$ cat config.mk
export PLATFORM = sky130hd
export DESIGN_NAME = pipelined_decode
export DESIGN_NICKNAME = d
export VERILOG_FILES = /design/src/rtl/pipelined_decode.sv
export SDC_FILE = /design/constraint.sdc
export NUM_CORES = 2
export LEC_CHECK = 0
export CORE_MARGIN = 2
export CORE_UTILIZATION = 55
export DETAILED_ROUTE_END_ITERATION = 10
export PLACE_DENSITY = 0.73
export SYNTH_ARGS = -nofsm -noshare
export SYNTH_HDL_FRONTEND = slang
export SYNTH_SLANG_ARGS = --single-unit
export TNS_END_PERCENT = 20
$ cat constraint.sdc
create_clock -name clk -period 5.2 [get_ports clk]
set_clock_uncertainty 0.05 [all_clocks]
set_input_delay 1.3 -clock clk [delete_from_list [all_inputs] [get_ports clk]]
set_output_delay 1.3 -clock clk [all_outputs]
set_load 0.03 [all_outputs]
$ cat src/rtl/pipelined_decode.sv
// LEGv8 decode stage: register file with write-back bypass, control/immediate
// decode, and a one-entry output register with ready/valid flow control.
module pipelined_decode #(
  parameter int WORD      = 64,
  parameter int INSTR_LEN = 32,
  parameter int NUM_REGS  = 32
) (
  input  logic                        clk,
  input  logic                        rst_n,
  input  logic                        in_valid,
  output logic                        in_ready,
  input  logic [INSTR_LEN-1:0]        instruction,
  input  logic [WORD-1:0]             in_pc,
  input  logic                        wb_en,
  input  logic [$clog2(NUM_REGS)-1:0] wb_addr,
  input  logic [WORD-1:0]             wb_data,
  input  logic                        flush,
  output logic                        out_valid,
  input  logic                        out_ready,
  output logic [10:0]                 opcode,
  output logic [WORD-1:0]             sign_extended_output,
  output logic [WORD-1:0]             read_data1,
  output logic [WORD-1:0]             read_data2,
  output logic [$clog2(NUM_REGS)-1:0] out_rd,
  output logic [WORD-1:0]             out_pc,
  output logic                        reg2_loc,
  output logic                        uncondbranch,
  output logic                        branch,
  output logic                        mem_read,
  output logic                        mem_to_reg,
  output logic                        mem_write,
  output logic                        alu_src,
  output logic                        reg_write,
  output logic [1:0]                  alu_op,
  output logic                        illegal,
  output logic                        stall
);
  localparam int AW = $clog2(NUM_REGS);
  localparam logic [AW-1:0] XZR = AW'(NUM_REGS - 1);
  // ctrl bits: reg2_loc, uncondbranch, branch, mem_read, mem_to_reg, mem_write, alu_src, reg_write, alu_op[1:0]
  localparam logic [9:0] CTRL_LDUR = 10'b0001101100;
  localparam logic [9:0] CTRL_STUR = 10'b1000011000;
  localparam logic [9:0] CTRL_R    = 10'b0000000110;
  localparam logic [9:0] CTRL_CB   = 10'b1010000001;
  localparam logic [9:0] CTRL_B    = 10'b0100000000;

  logic [WORD-1:0] regs_q [NUM_REGS];
  logic [WORD-1:0] regs_d [NUM_REGS];

  logic            out_valid_q, out_valid_d;
  logic [10:0]     opcode_q, opcode_d;
  logic [WORD-1:0] imm_q, imm_d;
  logic [WORD-1:0] rd1_q, rd1_d;
  logic [WORD-1:0] rd2_q, rd2_d;
  logic [AW-1:0]   rd_q, rd_d;
  logic [AW-1:0]   rs1_q, rs1_d;
  logic [AW-1:0]   rs2_q, rs2_d;
  logic [WORD-1:0] pc_q, pc_d;
  logic [9:0]      ctrl_q, ctrl_d;
  logic            illegal_q, illegal_d;

  logic [10:0]     op_s;
  logic [9:0]      ctrl_s;
  logic            illegal_s;
  logic            reads2_s;
  logic [WORD-1:0] imm_s;
  logic [AW-1:0]   ra1_s, ra2_s;
  logic [WORD-1:0] rdata1_s, rdata2_s;
  logic            stall_s, in_ready_s, accept_s;

  assign op_s = instruction[31:21];

  // Opcode decode: control vector, immediate format, and whether port2 is a real operand
  always_comb begin
    ctrl_s    = 10'b0;
    illegal_s = 1'b0;
    reads2_s  = 1'b0;
    imm_s     = '0;
    casez (op_s)
      11'b11111000010: begin
        ctrl_s = CTRL_LDUR;
        imm_s  = {{(WORD-9){instruction[20]}}, instruction[20:12]};
      end
      11'b11111000000: begin
        ctrl_s   = CTRL_STUR;
        reads2_s = 1'b1;
        imm_s    = {{(WORD-9){instruction[20]}}, instruction[20:12]};
      end
      11'b10001011000, 11'b11001011000, 11'b10001010000, 11'b10101010000: begin
        ctrl_s   = CTRL_R;
        reads2_s = 1'b1;
      end
      11'b1011010????: begin
        ctrl_s   = CTRL_CB;
        reads2_s = 1'b1;
        imm_s    = {{(WORD-19){instruction[23]}}, instruction[23:5]};
      end
      11'b000101?????: begin
        ctrl_s = CTRL_B;
        imm_s  = {{(WORD-26){instruction[25]}}, instruction[25:0]};
      end
      default: illegal_s = 1'b1;
    endcase
  end

  assign ra1_s = instruction[AW+4:5];
  assign ra2_s = ctrl_s[9] ? instruction[AW-1:0] : instruction[AW+15:16];

  // Operand read with same-cycle write-back bypass; XZR always reads zero
  always_comb begin
    if (ra1_s == XZR) rdata1_s = '0;
    else if (wb_en && (wb_addr == ra1_s)) rdata1_s = wb_data;
    else rdata1_s = regs_q[ra1_s];
    if (ra2_s == XZR) rdata2_s = '0;
    else if (wb_en && (wb_addr == ra2_s)) rdata2_s = wb_data;
    else rdata2_s = regs_q[ra2_s];
  end

  assign stall_s = in_valid && out_valid_q && ctrl_q[6] && (rd_q != XZR) &&
                   ((rd_q == ra1_s) || (reads2_s && (rd_q == ra2_s)));
  assign in_ready_s = (!out_valid_q || out_ready) && !stall_s;
  assign accept_s   = in_valid && in_ready_s;

  // Register file write; XZR is never written
  always_comb begin
    regs_d = regs_q;
    if (wb_en && (wb_addr != XZR)) regs_d[wb_addr] = wb_data;
    else regs_d = regs_q;
  end

  // Output register: flush beats acceptance; a held bundle tracks write-backs to its sources
  always_comb begin
    out_valid_d = out_valid_q;
    opcode_d    = opcode_q;
    imm_d       = imm_q;
    rd1_d       = rd1_q;
    rd2_d       = rd2_q;
    rd_d        = rd_q;
    rs1_d       = rs1_q;
    rs2_d       = rs2_q;
    pc_d        = pc_q;
    ctrl_d      = ctrl_q;
    illegal_d   = illegal_q;
    if (flush) begin
      out_valid_d = 1'b0;
    end else if (accept_s) begin
      out_valid_d = 1'b1;
      opcode_d    = op_s;
      imm_d       = imm_s;
      rd1_d       = rdata1_s;
      rd2_d       = rdata2_s;
      rd_d        = instruction[AW-1:0];
      rs1_d       = ra1_s;
      rs2_d       = ra2_s;
      pc_d        = in_pc;
      ctrl_d      = ctrl_s;
      illegal_d   = illegal_s;
    end else if (out_valid_q && out_ready) begin
      out_valid_d = 1'b0;
    end else if (out_valid_q && wb_en && (wb_addr != XZR)) begin
      if (wb_addr == rs1_q) rd1_d = wb_data;
      else rd1_d = rd1_q;
      if (wb_addr == rs2_q) rd2_d = wb_data;
      else rd2_d = rd2_q;
    end else begin
      out_valid_d = out_valid_q;
    end
  end

  // Register file state
  always_ff @(posedge clk or negedge rst_n) begin
    if (!rst_n) begin
      for (int i = 0; i < NUM_REGS; i++) regs_q[i] <= '0;
    end else begin
      regs_q <= regs_d;
    end
  end

  // Output bundle state
  always_ff @(posedge clk or negedge rst_n) begin
    if (!rst_n) begin
      out_valid_q <= 1'b0;
      opcode_q    <= 11'b0;
      imm_q       <= '0;
      rd1_q       <= '0;
      rd2_q       <= '0;
      rd_q        <= '0;
      rs1_q       <= '0;
      rs2_q       <= '0;
      pc_q        <= '0;
      ctrl_q      <= 10'b0;
      illegal_q   <= 1'b0;
    end else begin
      out_valid_q <= out_valid_d;
      opcode_q    <= opcode_d;
      imm_q       <= imm_d;
      rd1_q       <= rd1_d;
      rd2_q       <= rd2_d;
      rd_q        <= rd_d;
      rs1_q       <= rs1_d;
      rs2_q       <= rs2_d;
      pc_q        <= pc_d;
      ctrl_q      <= ctrl_d;
      illegal_q   <= illegal_d;
    end
  end

  assign in_ready             = in_ready_s;
  assign stall                = stall_s;
  assign out_valid            = out_valid_q;
  assign opcode               = opcode_q;
  assign sign_extended_output = imm_q;
  assign read_data1           = rd1_q;
  assign read_data2           = rd2_q;
  assign out_rd               = rd_q;
  assign out_pc               = pc_q;
  assign reg2_loc             = ctrl_q[9];
  assign uncondbranch         = ctrl_q[8];
  assign branch               = ctrl_q[7];
  assign mem_read             = ctrl_q[6];
  assign mem_to_reg           = ctrl_q[5];
  assign mem_write            = ctrl_q[4];
  assign alu_src              = ctrl_q[3];
  assign reg_write            = ctrl_q[2];
  assign alu_op               = ctrl_q[1:0];
  assign illegal              = illegal_q;

endmodule

# ---- Word level (Yosys, flattened, before mapping)
# Cells that the tools add are included.
dict set report totals {
  elab_cells 128
  latch_bits 0
  output_inout_bits 286
  mem_bits_rw 0
  romBits 0
  mem_count 0
  regBits 2342
  input_bits 171
}
dict set report op_classes {
  add_sub_neg 0
  reduce_logical 29
  div_mod_pow 0
  mux 29
  n_eq_ne 19
  bitwise_logic 4
  n_shift 0
  multipliers 0
  n_lt_le_gt_ge 4
}
# cell count
set ops {}
lappend ops {{2048-bit bitwise mux} 1}
lappend ops {{64-bit 2-to-1 mux} 17}
lappend ops {{64-bit binary-select mux with 5-bit select} 2}
lappend ops {{64-bit demux with 5-bit select} 1}
lappend ops {{64-bit case mux with 3 select lines} 1}
lappend ops {{11-bit == test, second input constant} 6}
lappend ops {{10-bit case mux with 5 select lines} 1}
lappend ops {{5-bit == test} 6}
lappend ops {{6-bit greater-or-equal comparator, second input constant} 3}
lappend ops {{5-bit inverter with 6-bit output} 3}
lappend ops {{1-bit logical AND} 14}
lappend ops {{5-bit == test, second input constant} 2}
lappend ops {{5-bit != test, second input constant} 2}
lappend ops {{4-bit AND reduction} 2}
lappend ops {{8-bit OR reduction} 1}
lappend ops {{7-bit == test, second input constant} 1}
lappend ops {{6-bit by 3-bit == test with 1-bit output, second input constant} 1}
lappend ops {{6-bit by 1-bit < comparator with 1-bit output, second input constant} 1}
lappend ops {{2-bit nonzero test} 3}
lappend ops {{6-bit OR reduction} 1}
lappend ops {{1-bit 2-to-1 mux} 5}
lappend ops {{5-bit 2-to-1 mux} 1}
lappend ops {{4-bit OR reduction} 1}
lappend ops {{3-bit nonzero test} 1}
lappend ops {{6 further kinds} 8}

# ---- Longest topological paths before layout
dict set report depth {
  word_depth 13
  ltp_mapped 15
  ltp_nobuf 9
}

# ---- Least setup slack after synthesis
# No wires, ideal clock.
dict set report synth_timing {
  path_type {in2reg}
  start {in instruction[23]}
  end {reg rd2_q[45], in the netlist read_data2[45]}
  path_stages 12
  setup_time_ps 129
  setup_slack_ps 923
  path_buffers 3
  arrival_time_ps 4098
  required_ps 5021
  path_cell_list {or3_1 -> buf_2 -> nor3_1 -> mux2i_1 -> nand4_1 -> or4_1 -> buf_2 -> and2_4 -> and3_4 -> buf_6 -> nor3b_1 -> a2111o_1}
}
dict set report synth_via {
  elab_chain_len 13
  word_cells_on_any_way 32
  classes_between {eq/ne (10); mux (9); bitwise (1); reduce/logical (12)}
}
# element line
set synth_lines {}
lappend synth_lines {{start: declaration} 12} ;# input logic [INSTR_LEN-1:0] instruction,
lappend synth_lines {{branches (longest 13 deep; another with 64-bit binary-select mux with 5-bit select)} -}
lappend synth_lines {{end signal: assignment} 198} ;# rd2_q <= rd2_d;
lappend synth_lines {{end: declaration} 54} ;# logic [WORD-1:0] rd2_q, rd2_d;
# Several ways; the timed one is not identified. The select of a mux whose other input is x is not followed.
# A chain may end at the register's enable or synchronous reset.

# ---- Worst setup path in the final report
dict set report layout_timing {
  start {in instruction[23]}
  end {out in_ready}
}
dict set report layout_via {
  elab_chain_len 10
  word_cells_on_any_way 17
  classes_between {eq/ne (7); mux (3); reduce/logical (7)}
}
# element line
set layout_lines {}
lappend layout_lines {{11-bit == test} 79} ;# casez (op_s)
lappend layout_lines {{4-bit OR reduction} -}
lappend layout_lines {{10-bit case mux with 5 select lines} 79}
lappend layout_lines {{5-bit 2-to-1 mux} 107} ;# assign ra2_s = ctrl_s[9] ? instruction[AW-1:0] : instruction[AW+15:16];
lappend layout_lines {{5-bit == test} 120} ;# ((rd_q == ra1_s) || (reads2_s && (rd_q == ra2_s)));
lappend layout_lines {{1-bit logical AND *} 120}
lappend layout_lines {{1-bit logical OR *} 120}
lappend layout_lines {{1-bit logical AND *} 119} ;# assign stall_s = in_valid && out_valid_q && ctrl_q[6] && (rd_q != XZR) &&
lappend layout_lines {{1-bit zero test *} 121} ;# assign in_ready_s = (!out_valid_q || out_ready) && !stall_s;
lappend layout_lines {{1-bit logical AND *} 121}
lappend layout_lines {{end: declaration} 11} ;# output logic in_ready,
# Every way passes the cells marked *; elsewhere a longest branch is shown, timed or not.

==> impl_metrics.json <==
{
  "p_leak_nw": 61.3,
  "fp.dieH_um": 475,
  "routed_wl_um": 485000,
  "seq_power_share": 0.445,
  "fill_cells": 16300,
  "area_growth_pct": 15.3,
  "avgSynthCellArea_um2": 11.7,
  "critPathLaunchType": "input pin",
  "violations": "design-rule violations",
  "postCtsHoldBufs": 0,
  "num_vias": 100000,
  "worstPathMaxFanout": 5,
  "syn_area_um2": 122000,
  "hold_violations": 0,
  "slew_violations": 0,
  "crit_buf_inv": 2,
  "grt_pass1_wl_um": 693000,
  "port_buffers": 456,
  "arrival_ns": 3.75,
  "htreeDepth": 4,
  "required_ns": 3.85,
  "synth_top_area_frac": 0.472,
  "rows": 172,
  "cp_top_family": "compound AO/OA/AOI/OAI gates",
  "clkSlewWorstSetupHoldPaths_ns": 0.06,
  "drt-initial-drc-count": 16000,
  "grt_max_degree": 138,
  "wire_per_inst_um": 35.3,
  "setup_viol": 0,
  "ys.flop_type": "dfrtp_1",
  "dr.pass1.iters": 11,
  "fp.dieArea_um2": 226000,
  "switching_share": 0.307,
  "synth_seq_area_share": 0.472,
  "overflow": 0,
  "pwr-share-comb": 0.224,
  "status": "complete, but fails checks",
  "final_common_cell": "dfrtp_1",
  "rsz0062_at_grt": "no",
  "p_clk_frac": 0.331,
  "cts_tree": "built",
  "post-route-period-util": 0.980,
  "start_util": 0.555,
  "max_freq_mhz": 196,
  "synth_edf_count": 0,
  "routabilityCongestion": 0.945,
  "crit_chain": "clkdlybuf4s50_1, nor3_4, a31oi_2, o311ai_4, o21ai_1, a211oi_4, buf_4",
  "slowest_stage": "a211oi_4",
  "synthCells": 10500,
  "ctsResizeCount": 0,
  "dp_hpwl_um": 285000,
  "clock_tree.buffer_depth": 3,
  "cap_violations": 0,
  "period_needed_ns": 5.10,
  "postCtsSetupRepairBufs": 0,
  "ys_ff_latch": 2302,
  "p_switching_w": 0.0167,
  "crit_type": "input pin to output pin",
  "nets": 10700,
  "die_w_um": 475,
  "cts-buffers-inserted": 233,
  "clk_latency_ns": 0.90,
  "ys_warn_count": 0,
  "ant_nets": 0,
  "power.internal_w": 0.0377,
  "via_per_inst": 7.30,
  "grtUsageTotal": 0.421,
  "io_pins": 457,
  "yosys.area.top_type": "dfrtp_1",
  "synth.area.top_cells": "dfrtp_1 47%, mux2_2 19%, mux4_2 7.5%",
  "cts_sinks": 2302,
  "antenna_found_initial": 42,
  "core_area_um2": 220000,
  "end_kind": "output pin",
  "async_flop_share": 1.00,
  "drc": 1,
  "synthesis.nets": 10700,
  "slowest_delay_ns": 0.55,
  "mostFrequentLayoutCells": "2,302 x dfrtp_1, 2,064 x mux2_2, 1,414 x nand2_1, 511 x mux2i_1, 448 x clkdlybuf4s50_1",
  "cts-root-buf": "clkbuf_16",
  "worst_slew_pin_slew_ns": 1.43,
  "drive_gt1_frac": 0.328,
  "worst_slew_margin_rel": 0.0410,
  "powerDensity_nw_per_um2": 387,
  "utilization": 0.639,
  "first_global_vias": 97400,
  "hp-class": "input pin to async pin",
  "setup_tns_ns": 0,
  "synth_cell_types": 94,
  "ir_worst_vdd_mv": 0.345
}
[synthesized netlist by cell type (144+ instances only)]
master	number
clkbuf_1	842
and3_1	193
nor2_1	147
o22ai_1	144
nand2_1	1432
mux2_2	2064
dfrtp_1	2302
a21oi_1	300
nand3_1	292
mux4_2	406
a211oi_1	267
mux2i_1	512
o21ai_0	236
a31oi_1	180
buf_2	175
[metrics by stage]
stage	cell area [µm²]	total power, W	cells	worst slack [ns]	hold slack, ns
5_1_grt	141000	0.0561	13700	0.0120	0.294
3_3_place_gp	133000	0.0356	13300	-0.0856	0.328
6_report	141000	0.0544	13700	0.102	0.222
3_5_place_dp	133000	0.0362	13300	-0.0677	0.336
2_1_floorplan	122000	0.0313	10500	0.923	0.390
4_1_cts	141000	0.0540	13700	0.0961	0.317
[worst paths after layout]
path | from | endpoint | slack [ns] | depth (start not counted)
max in group asynchronous | rst_n | regs_q[1445]$_DFFE_PN0P_ | 3.09 | 3
hold reg to reg | regs_q[54]$_DFFE_PN0P_ | regs_q[54]$_DFFE_PN0P_ | 0.35 | 0
min in group clk | regs_q[54]$_DFFE_PN0P_ | regs_q[54]$_DFFE_PN0P_ | 0.35 | 0
hold / removal | rst_n | out_pc[35]$_DFFE_PN0P_ | 0.22 | 1
setup / recovery | instruction[23] | in_ready | 0.10 | 7
setup reg to reg | out_rd[3]$_DFFE_PN0P_ | read_data2[33]$_DFFE_PN0P_ | 1.24 | 12
[metal layers]
| layer | GRT usage | part of all wire | wire [µm] | vias up |
|---|---|---|---|---|
| li1 | - | - | - | 39000 |
| met1 | 0.544 | 0.36 | 172000 | 50600 |
| met2 | 0.588 | 0.42 | 203000 | 8451 |
| met3 | 0.154 | 0.15 | 70400 | 2146 |
| met4 | 0.295 | 0.081 | 39300 | 36 |
| met5 | 0.00256 | 0.00067 | 326 | - |
[sequential cells by signal, summed over array words and instances (netlist names)]
signal,flops
regs_q,2048
out_pc,64
read_data1,64
read_data2,64
sign_extended_output,26
opcode,11
ctrl_q,8
out_rd,5
rs1_q,5
rs2_q,5
illegal,1
out_valid,1
[power by group through the flow]
stage	clock network [W]	registers [W]	logic [W]
3_3_place_gp	0	0.0240	0.0116
6_report	0.0180	0.0242	0.0122
2_1_floorplan	0	0.0239	0.00739
3_5_place_dp	0	0.0243	0.0119
4_1_cts	0.0180	0.0240	0.0120
5_1_grt	0.0187	0.0245	0.0128
[area by class of cell]
cell class                      count  area (µm²)  share of cell area
Antenna cell                       33        82.6            0.000587
Clock buffer                      354        7080              0.0503
Clock inverter                     79        1050             0.00746
Inverter                            8        30.0            0.000213
Multi-Input combinational cell   6990       60300               0.428
Sequential cell                  2302       57600               0.409
Tap cell                         2958        3700              0.0263
Timing Repair Buffer              999       10900              0.0777
[logic make-up after synthesis]
logic type | synth area share
buffers and inverters | 0.0396
AOI/OAI and AO/OA | 0.0977
and+or+nand+nor | 0.0815
DFF | 0.472
muxes | 0.307
xor gates and xnor gates | 0.00244
Power figures use the tool's default switching activity.
